`src/rtl/axi_sram_bridge_pkg.sv`:
```
// Shared types, response codes and burst address stepping for axi_sram_bridge.
package axi_sram_bridge_pkg;

  typedef enum logic [1:0] {
    FIXED = 2'd0,
    INCR  = 2'd1,
    WRAP  = 2'd2
  } burst_e;

  localparam logic [1:0] OKAY   = 2'd0;
  localparam logic [1:0] SLVERR = 2'd2;

  typedef enum logic [1:0] {
    IDLE,
    WDATA,
    WRESP,
    RDATA
  } state_e;

  // Computed at 64 bits; callers truncate, which gives the modulo-2^AddressWidth wrap.
  function automatic logic [63:0] next_addr(input logic [63:0] addr,
                                            input logic [2:0]  size,
                                            input logic [1:0]  burst,
                                            input logic [7:0]  len);
    logic [63:0] step;
    logic [63:0] incr;
    logic [63:0] mask;
    logic [63:0] res;
    step = 64'd1 << size;
    incr = (addr & ~(step - 64'd1)) + step;
    mask = ((64'(len) + 64'd1) << size) - 64'd1;
    res  = addr;
    case (burst)
      INCR:    res = incr;
      WRAP:    res = (addr & ~mask) | (incr & mask);
      default: res = addr;
    endcase
    return res;
  endfunction

endpackage

```
`src/rtl/axi_sram_rd_buf.sv`:
```
// Two-entry FIFO holding {data, last, resp} read beats between the SRAM and the AXI R channel.
module axi_sram_rd_buf #(
  parameter int DataWidth = 64
) (
  input  logic                 clk,
  input  logic                 areset_n,
  input  logic                 in_valid,
  output logic                 in_ready,
  input  logic [DataWidth-1:0] in_data,
  input  logic                 in_last,
  input  logic [1:0]           in_resp,
  output logic                 out_valid,
  input  logic                 out_ready,
  output logic [DataWidth-1:0] out_data,
  output logic                 out_last,
  output logic [1:0]           out_resp
);

  localparam int EntryW = DataWidth + 3;

  logic [EntryW-1:0] ent_q [2];
  logic              wr_ptr_q;
  logic              rd_ptr_q;
  logic [1:0]        cnt_q;
  logic              push;
  logic              pop;

  assign in_ready  = (cnt_q != 2'd2);
  assign out_valid = (cnt_q != 2'd0);
  assign push      = in_valid && in_ready;
  assign pop       = out_valid && out_ready;
  assign {out_data, out_last, out_resp} = ent_q[rd_ptr_q];

  always_ff @(posedge clk) begin
    if (!areset_n) begin
      ent_q[0] <= '0;
      ent_q[1] <= '0;
      wr_ptr_q <= 1'b0;
      rd_ptr_q <= 1'b0;
      cnt_q    <= 2'd0;
    end else begin
      if (push) begin
        ent_q[wr_ptr_q] <= {in_data, in_last, in_resp};
        wr_ptr_q        <= ~wr_ptr_q;
      end
      if (pop) rd_ptr_q <= ~rd_ptr_q;
      cnt_q <= cnt_q + 2'(push) - 2'(pop);
    end
  end

endmodule

```
`src/rtl/axi_sram_bridge.sv`:
```
// AXI4 subordinate turning single bursts into single-port SRAM accesses.
// Define AXI_SRAM_BRIDGE_WRAP_EN to support WRAP bursts; otherwise WRAP answers SLVERR.
//
// state | meaning
// IDLE  | arbitrating AW/AR, registered ready for the chosen channel
// WDATA | accepting write beats, one SRAM write per beat
// WRESP | holding the B response until bready
// RDATA | issuing SRAM reads and returning R beats from the read buffer
module axi_sram_bridge
  import axi_sram_bridge_pkg::*;
#(
  parameter int AddressWidth = 20,
  parameter int DataWidth    = 64,
  parameter int IdWidth      = 8,
  localparam int ByteShift    = $clog2(DataWidth / 8),
  localparam int MemAddrWidth = AddressWidth - ByteShift
) (
  input  logic                    clk,
  input  logic                    areset_n,
  input  logic [IdWidth-1:0]      awid,
  input  logic [AddressWidth-1:0] awaddr,
  input  logic [7:0]              awlen,
  input  logic [2:0]              awsize,
  input  logic [1:0]              awburst,
  input  logic                    awvalid,
  output logic                    awready,
  input  logic [DataWidth-1:0]    wdata,
  input  logic [DataWidth/8-1:0]  wstrb,
  input  logic                    wlast,
  input  logic                    wvalid,
  output logic                    wready,
  output logic [IdWidth-1:0]      bid,
  output logic [1:0]              bresp,
  output logic                    bvalid,
  input  logic                    bready,
  input  logic [IdWidth-1:0]      arid,
  input  logic [AddressWidth-1:0] araddr,
  input  logic [7:0]              arlen,
  input  logic [2:0]              arsize,
  input  logic [1:0]              arburst,
  input  logic                    arvalid,
  output logic                    arready,
  output logic [IdWidth-1:0]      rid,
  output logic [DataWidth-1:0]    rdata,
  output logic [1:0]              rresp,
  output logic                    rlast,
  output logic                    rvalid,
  input  logic                    rready,
  output logic [MemAddrWidth-1:0] mem_addr,
  output logic                    mem_we,
  output logic [DataWidth/8-1:0]  mem_wstrb,
  output logic [DataWidth-1:0]    mem_wdata,
  output logic                    mem_re,
  input  logic [DataWidth-1:0]    mem_rdata
);

`ifdef AXI_SRAM_BRIDGE_WRAP_EN
  localparam bit WrapEn = 1'b1;
`else
  localparam bit WrapEn = 1'b0;
`endif

  state_e                  state_q, state_d;
  logic                    awready_q, arready_q, last_wr_q;
  logic [IdWidth-1:0]      id_q;
  logic [AddressWidth-1:0] addr_q, addr_nxt;
  logic [7:0]              len_q, cnt_q;
  logic [2:0]              size_q;
  logic [1:0]              burst_q;
  logic                    err_q, done_q, infl_q, infl_last_q;
  logic                    aw_hs, ar_hs, w_hs, rd_pop, issue, buf_in_ready;
  logic [1:0]              occ;
  logic                    unused_wlast;

  function automatic logic bad_req(input logic [2:0] size, input logic [1:0] burst,
                                   input logic [7:0] len);
    logic wrap_ok;
    wrap_ok = WrapEn && (len == 8'd1 || len == 8'd3 || len == 8'd7 || len == 8'd15);
    return (int'(size) > ByteShift) || (burst == 2'b11) || (burst == WRAP && !wrap_ok);
  endfunction

  assign unused_wlast = wlast;

  assign aw_hs    = awvalid && awready_q;
  assign ar_hs    = arvalid && arready_q;
  assign awready  = awready_q;
  assign arready  = arready_q;
  assign wready   = (state_q == WDATA);
  assign w_hs     = wvalid && wready;
  assign bvalid   = (state_q == WRESP);
  assign bid      = id_q;
  assign bresp    = (bvalid && err_q) ? SLVERR : OKAY;
  assign rid      = id_q;
  assign rd_pop   = rvalid && rready;
  assign addr_nxt = AddressWidth'(next_addr(64'(addr_q), size_q, burst_q, len_q));

  // Count the beat leaving this cycle so the read pipe keeps 1 beat/cycle.
  assign occ   = !buf_in_ready ? 2'd2 : {1'b0, rvalid};
  assign issue = (state_q == RDATA) && !done_q &&
                 ((3'(occ) + 3'(infl_q)) < (3'd2 + 3'(rd_pop)));

  assign mem_addr  = addr_q[AddressWidth-1:ByteShift];
  assign mem_we    = w_hs && !err_q;
  assign mem_wstrb = mem_we ? wstrb : '0;
  assign mem_wdata = mem_we ? wdata : '0;
  assign mem_re    = issue && !err_q;

  axi_sram_rd_buf #(.DataWidth(DataWidth)) u_rd_buf (
    .clk       (clk),
    .areset_n  (areset_n),
    .in_valid  (infl_q),
    .in_ready  (buf_in_ready),
    .in_data   (err_q ? '0 : mem_rdata),
    .in_last   (infl_last_q),
    .in_resp   (err_q ? SLVERR : OKAY),
    .out_valid (rvalid),
    .out_ready (rready),
    .out_data  (rdata),
    .out_last  (rlast),
    .out_resp  (rresp)
  );

  always_ff @(posedge clk) begin
    if (!areset_n) state_q <= IDLE;
    else           state_q <= state_d;
  end

  always_comb begin
    state_d = state_q;
    case (state_q)
      IDLE:    if (aw_hs) state_d = WDATA; else if (ar_hs) state_d = RDATA;
      WDATA:   if (w_hs && cnt_q == 8'd0) state_d = WRESP;
      WRESP:   if (bready) state_d = IDLE;
      RDATA:   if (rd_pop && rlast) state_d = IDLE;
      default: state_d = IDLE;
    endcase
  end

  always_ff @(posedge clk) begin
    if (!areset_n) begin
      awready_q   <= 1'b0;
      arready_q   <= 1'b0;
      last_wr_q   <= 1'b0;
      id_q        <= '0;
      addr_q      <= '0;
      len_q       <= '0;
      cnt_q       <= '0;
      size_q      <= '0;
      burst_q     <= '0;
      err_q       <= 1'b0;
      done_q      <= 1'b0;
      infl_q      <= 1'b0;
      infl_last_q <= 1'b0;
    end else begin
      if (state_q == IDLE) begin
        if (aw_hs || ar_hs) begin
          awready_q <= 1'b0;
          arready_q <= 1'b0;
          last_wr_q <= aw_hs;
          id_q      <= aw_hs ? awid    : arid;
          addr_q    <= aw_hs ? awaddr  : araddr;
          len_q     <= aw_hs ? awlen   : arlen;
          cnt_q     <= aw_hs ? awlen   : arlen;
          size_q    <= aw_hs ? awsize  : arsize;
          burst_q   <= aw_hs ? awburst : arburst;
          err_q     <= aw_hs ? bad_req(awsize, awburst, awlen) : bad_req(arsize, arburst, arlen);
          done_q    <= 1'b0;
        end else if (!awready_q && !arready_q) begin
          // Ties go to the channel that was not served last.
          if (awvalid && (!arvalid || !last_wr_q)) awready_q <= 1'b1;
          else if (arvalid)                        arready_q <= 1'b1;
        end
      end
      if (w_hs) begin
        if (cnt_q != 8'd0) cnt_q <= cnt_q - 8'd1;
        addr_q <= addr_nxt;
      end
      if (issue) begin
        if (cnt_q == 8'd0) done_q <= 1'b1;
        else               cnt_q  <= cnt_q - 8'd1;
        addr_q <= addr_nxt;
      end
      infl_q      <= issue;
      infl_last_q <= issue && (cnt_q == 8'd0);
    end
  end

endmodule

```
`config.mk`:
```
export PLATFORM = sky130hd
export DESIGN_NAME = axi_sram_bridge
export DESIGN_NICKNAME = d
export VERILOG_FILES = /design/src/rtl/axi_sram_bridge_pkg.sv /design/src/rtl/axi_sram_rd_buf.sv /design/src/rtl/axi_sram_bridge.sv
export SDC_FILE = /design/constraint.sdc
export NUM_CORES = 1
export LEC_CHECK = 0
export ABC_AREA = 1
export CORE_MARGIN = 1
export CORE_UTILIZATION = 51
export CTS_BUF_LIST = sky130_fd_sc_hd__clkbuf_8 sky130_fd_sc_hd__clkbuf_16
export DETAILED_ROUTE_END_ITERATION = 10
export PLACE_DENSITY = 0.95
export SLEW_MARGIN = 15
export SYNTH_ARGS = -nofsm -noshare
export SYNTH_HDL_FRONTEND = slang
export SYNTH_HIERARCHICAL = 1
export SYNTH_SLANG_ARGS = --single-unit
```
`constraint.sdc`:
```
create_clock -name clk -period 5.8 [get_ports clk]
set_input_delay 0.87 -clock clk [delete_from_list [all_inputs] [get_ports clk]]
set_output_delay 0.87 -clock clk [all_outputs]
set_load 0.02 [all_outputs]
```
# Yosys cells after proc, flatten, opt, wreduce, memory -nomap -nowiden
# Memories as Yosys holds them, arrays and structs flattened. A register that Yosys moved wholly into a read port is not among the register bits.
# Cells that the tools add are included.
# totals
ff_bits,62
wordCells,146
ram_bits,134
input_bits,226
mem_count,1
# memory_table
memory,depth,word_bits,read_ports,rd_clocked_by_memory_dff,write_ports,line_no,rtl
u_rd_buf.ent_q,2,67,1,1,2,axi_sram_rd_buf.sv:21,logic [EntryW-1:0] ent_q [2];
# op_classes
bitwise_logic,8
shift,2
mux,49
addsub,9
n_reduce_logical,42
n_lt_le_gt_ge,3
eq_ne,15
# ops
cell,count
two-way mux 64 bit,2
two-way mux 20 bit,5
two-way mux 8 bit,9
two-way mux 67 bit,1
OR reduction 67 bit,1
bitwise AND 20 bit,3
NOT 20 bit,2
case mux 20 bit (2 select lines),1
subtractor 20 x 1 -> 20 bit (second input constant),2
adder 20 bit,1
two-way mux 1 bit,20
bitwise OR 20 bit,1
<< shifter 1 x 3 -> 20 bit (first input constant),1
<< shifter 9 x 3 -> 20 bit,1
two-way mux 2 bit,9
logical AND 1 bit,15
equality test 2 bit (second input constant),7
adder 8 x 1 -> 9 bit (second input constant),1
logical NOT 8 bit,1
case mux 2 bit (4 select lines),1
AND reduction 4 bit,2
nonzero test 2 bit,4
nonzero test 8 bit,1
subtractor 8 x 1 -> 8 bit (second input constant),1
other kinds (18),36

# Logic depth before layout (Yosys ltp)
# Gate-level depths: netlist of the first run.
# logic_depth
depth_word,10
depth_mapped,24
depth_no_buf,23

# By module
# Netlist of the first run, hierarchy kept.
# by_module_without_submodules
mod,seq_area_each_um2,cells_per_inst,area_each_um2,instances
axi_sram_bridge,1161.1,1233,6528.8,1
axi_sram_rd_buf,4124.0,463,5965.7,1

# Worst setup path before layout of the first run
# OpenSTA, ideal clock, no wires.
# synth_path
path_type,input to register
start,in areset_n
end,"mem u_rd_buf/ent_q[1][0] (netlist name), enable pin"
setup_slack_ns,2.490
t_required_ns,5.373
stages,5
arrival_time_ns,2.883
cell_sequence,buf_4 -> nand4_2 -> buf_6 -> buf_6 -> nand2_1
# synth_rtl
item,line_no,rtl
start: declaration,axi_sram_bridge.sv:19,"input logic areset_n,"
end: declaration,axi_sram_rd_buf.sv:21,

# Worst setup path after layout of the first run
# layout_path
start,in wvalid
end,out mem_wdata[42]
# layout_between
elab_chain_len,3
# layout_rtl
item,line_no,rtl
start: declaration,axi_sram_bridge.sv:30,"input logic wvalid,"
logical AND 1 bit,axi_sram_bridge.sv:89,assign w_hs = wvalid && wready;
logical AND 1 bit,axi_sram_bridge.sv:103,assign mem_we = w_hs && !err_q;
two-way mux 64 bit,axi_sram_bridge.sv:105,assign mem_wdata = mem_we ? wdata : '0;
end: declaration,axi_sram_bridge.sv:52,"output logic [DataWidth-1:0] mem_wdata,"
# No other way between the ends.

==> run_results.csv, run 1 <==
group,metric,value,unit
layout,layoutNonFillerInstCount,2366,
worst_setup_path,critPathLaunchType,"input pin",
run_status,outcome,"finished, final reports clean",
layout,final_area,0.0171,sq mm
clocking,numClockSinks,197,
placement,gp_congestion,0.958,
placement,numPortBuffers,404,
floorplanning,ioPinCount,407,
worst_setup_path,path_class,"input pin to output pin",
worst_setup_path,crit_required,4.93,ns
min_path,whs_endpoint,"cnt_q[0]",
detailed_routing,wl_per_cell,17.7,um
floorplanning,start_util,52.6,%
sta,hold_viol,0,
power,total_power,6.47,mW
synthesis,yosysSeqAreaShare,42.3,%
detailed_routing,drt_iter0_drc,1248,
clocking,clk_path_buf_depth,2,
worst_setup_path,cp_max_fo,72,
clocking,ctsResizeCount,0,
clocking,cts.clk_slew.worst_paths,0.08,ns
sta,setup_ws,1.49,ns
sta,slew_viol_final,0,
synthesis,syn_area,0.0125,sq mm
sta,fin_skew,0.00857,ns
sta,slew_headroom,21.9,%
floorplanning,die_h,159,um
detailed_routing,drt_wl_total,41900,um
clocking,h-tree-depth,4,
global_route,overflow,0,
floorplanning,dieWidth,159,um
synthesis,synth-edff-count,134,
synthesis,yosys_warnings,6,
sta,tns,0,ns
detailed_routing,drc,0,
sta,rsz0062_at_grt,"no",
detailed_routing,vias,12600,
sta,fin_crit,4.31,ns
synthesis,async_reset_ff_share,0,%
placement,place_ws,1.45,ns
placement,placed_area,0.0165,sq mm
clocking,clk_latency,0.44,ns
sta,hold_ws,0.444,ns
detailed_routing,viasPerCell,5.32,
worst_setup_path,cp-end-kind,"output pin",
sta,tightestPinTransition,1.17,ns
clocking,root_buffer,"clkbuf_16",
synthesis,yosysUniqueCellTypes,49,
layout,drive_gt1_share,7.49,%
clocking,numCtsBuffers,17,
global_route,grt_max_degree,73,
power,p_per_area,378,mW/mm^2
sta,fmax,232,MHz
layout,final_cell_mix,"clkdlybuf4s50_1, nand2_1, nor2_1, inv_1, edfxtp_1",
sta,finalSetupViolCount,0,
layout,fin_util,72.1,%
floorplanning,rows,56,
min_path,hold_depth,1,
floorplanning,dieArea,0.0251,sq mm
min_path,hold_start,"cnt_q[0]",
flow_run,maxCapViolCount,0,
min_path,worstHoldPathType,"flop to flop",
layout,fin_nets,2269,
worst_setup_path,rrSetupSlack,2.32,ns
placement,place_hpwl,29800,um
sta,finalCritPeriodShare,74.3,%
power,vdd_drop_max,0.291,mV
global_route,grt_pass1_wl,62300,um
placement,dp.cells,2329,
global_route,grt_pass1_vias,11800,
worst_setup_path,worstReg2RegStart,"size_q[1]",
detailed_routing,ant_nets,0,
worst_setup_path,reg2reg_depth,18,
global_route,grt_usage,32.5,%
worst_setup_path,rr_endpoint,"addr_q[16]",
layout,final_common_cell,"clkdlybuf4s50_1",
clocking,cts_setup_buffers,0,
power,p_leak,7.63,nW
layout,area.growth.synth_to_final,37.0,%
global_route,antenna_found_initial,8,
floorplanning,coreArea,0.0238,sq mm
detailed_routing,dr.pass1.iters,5,
worst_setup_path,cp.arrival,3.44,ns
synthesis,syn_area_per_cell,7.37,sq um
synthesis,synth-main-ff-cell,"edfxtp_1",
synthesis,syn_inst,1696,
clocking,hold_buffers,0,
synthesis,ys_seq_elements,197,
clocking,cts_tree,"built",
-- cell type report --
type	instances	area, sq um
sequential	197	5290
timing repair buffer	416	4130
tap	319	399
multi-input combinational	1099	5540
clock inverter	15	194
clock buffer	17	425
inverter	298	1120
fill	1646	6640
antenna	5	12.5
-- cell usage after synthesis (3+ instances only) --
cell / number / area share (%)
o21bai_1: 3 / 0.18
nand3b_1: 3 / 0.18
ha_1: 14 / 1.4
a21oi_1: 62 / 2.5
o21ai_2: 3 / 0.21
o211ai_1: 3 / 0.18
nand3_1: 91 / 3.6
edfxtp_1: 134 / 32
nor2_2: 7 / 0.35
a31oi_1: 26 / 1.3
inv_1: 289 / 8.7
buf_6: 5 / 0.45
o21ai_1: 11 / 0.44
buf_4: 33 / 2.0
dfxtp_1: 63 / 10
nor2_4: 3 / 0.27
clkbuf_1: 43 / 1.3
nand2_2: 6 / 0.30
or2_1: 3 / 0.15
xor2_1: 16 / 1.1
o31ai_1: 4 / 0.24
buf_2: 17 / 0.68
nor3_1: 9 / 0.36
mux2_2: 67 / 6.0
o21ai_0: 57 / 2.3
o22ai_1: 6 / 0.30
inv_2: 7 / 0.21
a311oi_1: 3 / 0.21
mux2i_1: 7 / 0.56
nand3_2: 4 / 0.32
nor2_1: 328 / 9.9
nand4_1: 7 / 0.35
nand2_1: 336 / 10
buf_1: 5 / 0.15
-- power by group --
group | internal, mW | total (mW) | switching [mW]
clock network | 0.596 | 1.24 | 0.646
logic | 1.29 | 3.25 | 1.97
registers | 1.69 | 1.97 | 0.280
-- metal layers --
| metal | vias to the layer above | global-route usage (%) | routed length (um) |
|---|---|---|---|
| met4 | 10 | 13.0 | 1270 |
| met1 | 5832 | 38.1 | 15800 |
| met3 | 114 | 10.2 | 4670 |
| li1 | 6005 | - | - |
| met5 | - | 0 | 63 |
| met2 | 634 | 54.9 | 20100 |
-- logic make-up (layout without fill, tap and decap cells) --
family	after synthesis	count (layout)	share of synthesized area (%)
AND/OR/NAND/NOR	804	804	26.4
buffers and inverters	401	746	13.5
flip-flops	197	197	42.3
AO/OA/AOI/OAI	187	187	8.47
multiplexers	74	74	6.60
XOR/XNOR	18	18	1.26
adder cells (fa/ha/maj)	14	14	1.40
other	1	7	0.0300
-- sequential cells by signal (all words and copies together) (netlist names), 2 cells and up, named ones only --
| name | flops |
|---|---|
| u_rd_buf/ent_q | 134 |
| addr_q | 20 |
| bid | 8 |
| cnt_q | 8 |
| len_q | 8 |
| size_q | 3 |
| burst_q | 2 |
| state_q | 2 |
| u_rd_buf/cnt_q | 2 |
-- how the worst max path moves through the flow --
stage / cells after the start / from / endpoint / slack, ns
2_1_floorplan: 5 / areset_n / u_rd_buf/ent_q[1][0] / 2.49
3_3_place_gp: 8 / wvalid / mem_wdata[57] / 1.57
3_5_place_dp: 8 / wvalid / mem_wdata[42] / 1.45
4_1_cts: 8 / wvalid / mem_wdata[42] / 1.45
5_1_grt: 8 / wvalid / mem_wdata[42] / 1.25
6_report: 8 / wvalid / mem_wdata[42] / 1.49
-- worst max-delay path, stage by stage --
cell and delay (ns):
clkdlybuf4s50_1 0.45, inv_1 0.05, nor2_1 0.19, inv_1 0.09, nor2_1 0.28, inv_2 0.51, nor2_1 0.31, clkdlybuf4s50_1 0.65
Power figures use the tool's default switching activity.
==> run 2: changes to the inputs <==
CORE_ASPECT_RATIO = 1.25   (was unset)
CORE_UTILIZATION = 47   (was 51)
PLACE_DENSITY = 0.89   (was 0.95)
clock period = 4.3 ns   (was 5.8 ns; I/O delays follow)
==> run_results.csv, run 2 (same netlist as run 1, synthesis figures left out) <==
group,metric,value,unit
run_status,outcome,"finished, final reports clean",
sta,rsz0062_at_grt,"no",
placement,placed_area,0.0166,sq mm
layout,final_area,0.0172,sq mm
sta,slew_headroom,47.2,%
worst_setup_path,rrSetupSlack,1.14,ns
clocking,clk_path_buf_depth,2,
floorplanning,start_util,47.9,%
floorplanning,rows,66,
power,power_frac_comb,51.2,%
clocking,numCtsBuffers,17,
clocking,hold_buffers,0,
layout,largest_reg_flops,134,
detailed_routing,ant_nets,0,
worst_setup_path,crit_required,3.65,ns
layout,final_cell_mix,"clkdlybuf4s50_1, nand2_1, nor2_1, inv_1, edfxtp_1",
floorplanning,die_h,184,um
layout,fin_nets,2275,
sta,finalSetupViolCount,0,
power,intPower,4.86,mW
flow_run,maxCapViolCount,0,
layout,regMostFlops,"u_rd_buf/ent_q",
global_route,antenna_found_initial,4,
detailed_routing,vias,12400,
power,clock_power_share,18.6,%
clocking,h-tree-depth,4,
placement,dp.cells,2356,
min_path,worstHoldPathType,"flop to flop",
sta,fmax,286,MHz
sta,fin_crit,3.50,ns
layout,register_area,0.00529,sq mm
detailed_routing,drc,0,
clocking,numClockSinks,197,
sta,tightestPinTransition,0.789,ns
layout,final_common_cell,"clkdlybuf4s50_1",
global_route,overflow,0,
clocking,cts_setup_buffers,0,
power,p_leak,7.67,nW
power,total_power,8.57,mW
floorplanning,dieArea,0.0272,sq mm
global_route,grt_pass1_wl,59700,um
layout,area.growth.synth_to_final,37.5,%
layout,fillers,2078,
worst_setup_path,cp-end-kind,"output pin",
detailed_routing,drt_wl_total,39100,um
power,p_per_area,498,mW/mm^2
clocking,ctsResizeCount,0,
global_route,grt_pass1_vias,11900,
detailed_routing,drt_iter0_drc,925,
worst_setup_path,cp.arrival,2.85,ns
sta,slew_viol_final,0,
sta,hold_viol,0,
detailed_routing,dr.pass1.iters,6,
power,swShare,43.2,%
layout,top_regs,"u_rd_buf/ent_q (134), addr_q (20)",
floorplanning,coreArea,0.0261,sq mm
power,vdd_drop_max,0.281,mV
detailed_routing,wl_per_cell,16.4,um
sta,fin_skew,0.00807,ns
sta,tns,0,ns
sta,finalCritPeriodShare,81.3,%
clocking,clk_latency,0.44,ns
clocking,root_buffer,"clkbuf_16",
floorplanning,dieWidth,148,um
worst_setup_path,path_class,"flop to output pin",
layout,layoutNonFillerInstCount,2389,
placement,numPortBuffers,404,
layout,multi_input_area,0.00554,sq mm
placement,place_hpwl,28400,um
global_route,grt_max_degree,73,
clocking,cts.clk_slew.worst_paths,0.07,ns
placement,gp_congestion,0.924,
clocking,cts_tree,"built",
worst_setup_path,cp_max_fo,72,
worst_setup_path,critPathLaunchType,"flop",
layout,drive_gt1_share,7.71,%
power,seqPwrFrac,30.1,%
global_route,grt_usage,27.9,%
power,p_sw,3.70,mW
layout,fin_util,65.9,%
floorplanning,ioPinCount,407,
detailed_routing,viasPerCell,5.17,
[run 2: cell types whose count changed in the layout (fill, tap and decap cells not counted), moves of 2 or more]
| cell | before | now |
|---|---|---|
| buf_12 | 0 | 3 |
| buf_4 | 12 | 15 |
| clkinv_8 | 4 | 1 |
| diode_2 | 5 | 1 |
| inv_12 | 2 | 0 |
[run 2: per-layer routing]
| metal | GRT usage [%] | vias up | wire length, um |
|---|---|---|---|
| li1 | - | 6005 | - |
| met2 | 51.3 | 513 | 20200 |
| met4 | 12.2 | 6 | 1370 |
| met1 | 29.6 | 5738 | 13900 |
| met5 | 0 | - | 36 |
| met3 | 7.72 | 100 | 3540 |
[run 2: critical path, cell delays in order (launching register included)]
cell and delay, ns:
dfxtp_1 0.39, inv_1 0.07, nor2_1 0.21, inv_1 0.06, nor2_1 0.19, inv_1 0.08, nor2_1 0.22, inv_4 0.25
nor2_1 0.22, clkdlybuf4s50_1 0.65
[run 2: area by class of cell]
class / instances / area share, %
clock inverter: 15 / 0.946
inverter: 298 / 6.52
timing repair buffer: 422 / 24.5
tap: 340 / 2.48
sequential: 197 / 30.8
antenna: 1 / 0.0146
multi-input combinational: 1099 / 32.3
clock buffer: 17 / 2.48
[run 2: per-stage QoR]
stage	hold WS [ns]	worst slack, ns
2_1_floorplan	0.406	1.21
3_3_place_gp	0.413	0.792
3_5_place_dp	0.422	0.666
4_1_cts	0.454	0.628
5_1_grt	0.473	0.581
6_report	0.453	0.803
[run 2: final timing paths]
kind                    from            end  cells after the start
hold / removal      cnt_q[0]       cnt_q[0]                      1
setup reg to reg   size_q[0]     addr_q[16]                     18
setup / recovery  state_q[0]  mem_wdata[21]                      9
hold reg to reg     cnt_q[0]       cnt_q[0]                      1
[run 2: power by group through the flow]
stage | combinational, mW | sequential (mW) | clock [mW]
2_1_floorplan | 2.99 | 2.54 | 0
3_3_place_gp | 4.24 | 2.60 | 0
3_5_place_dp | 4.33 | 2.61 | 0
4_1_cts | 4.37 | 2.57 | 1.62
5_1_grt | 4.83 | 2.62 | 1.69
6_report | 4.39 | 2.58 | 1.59
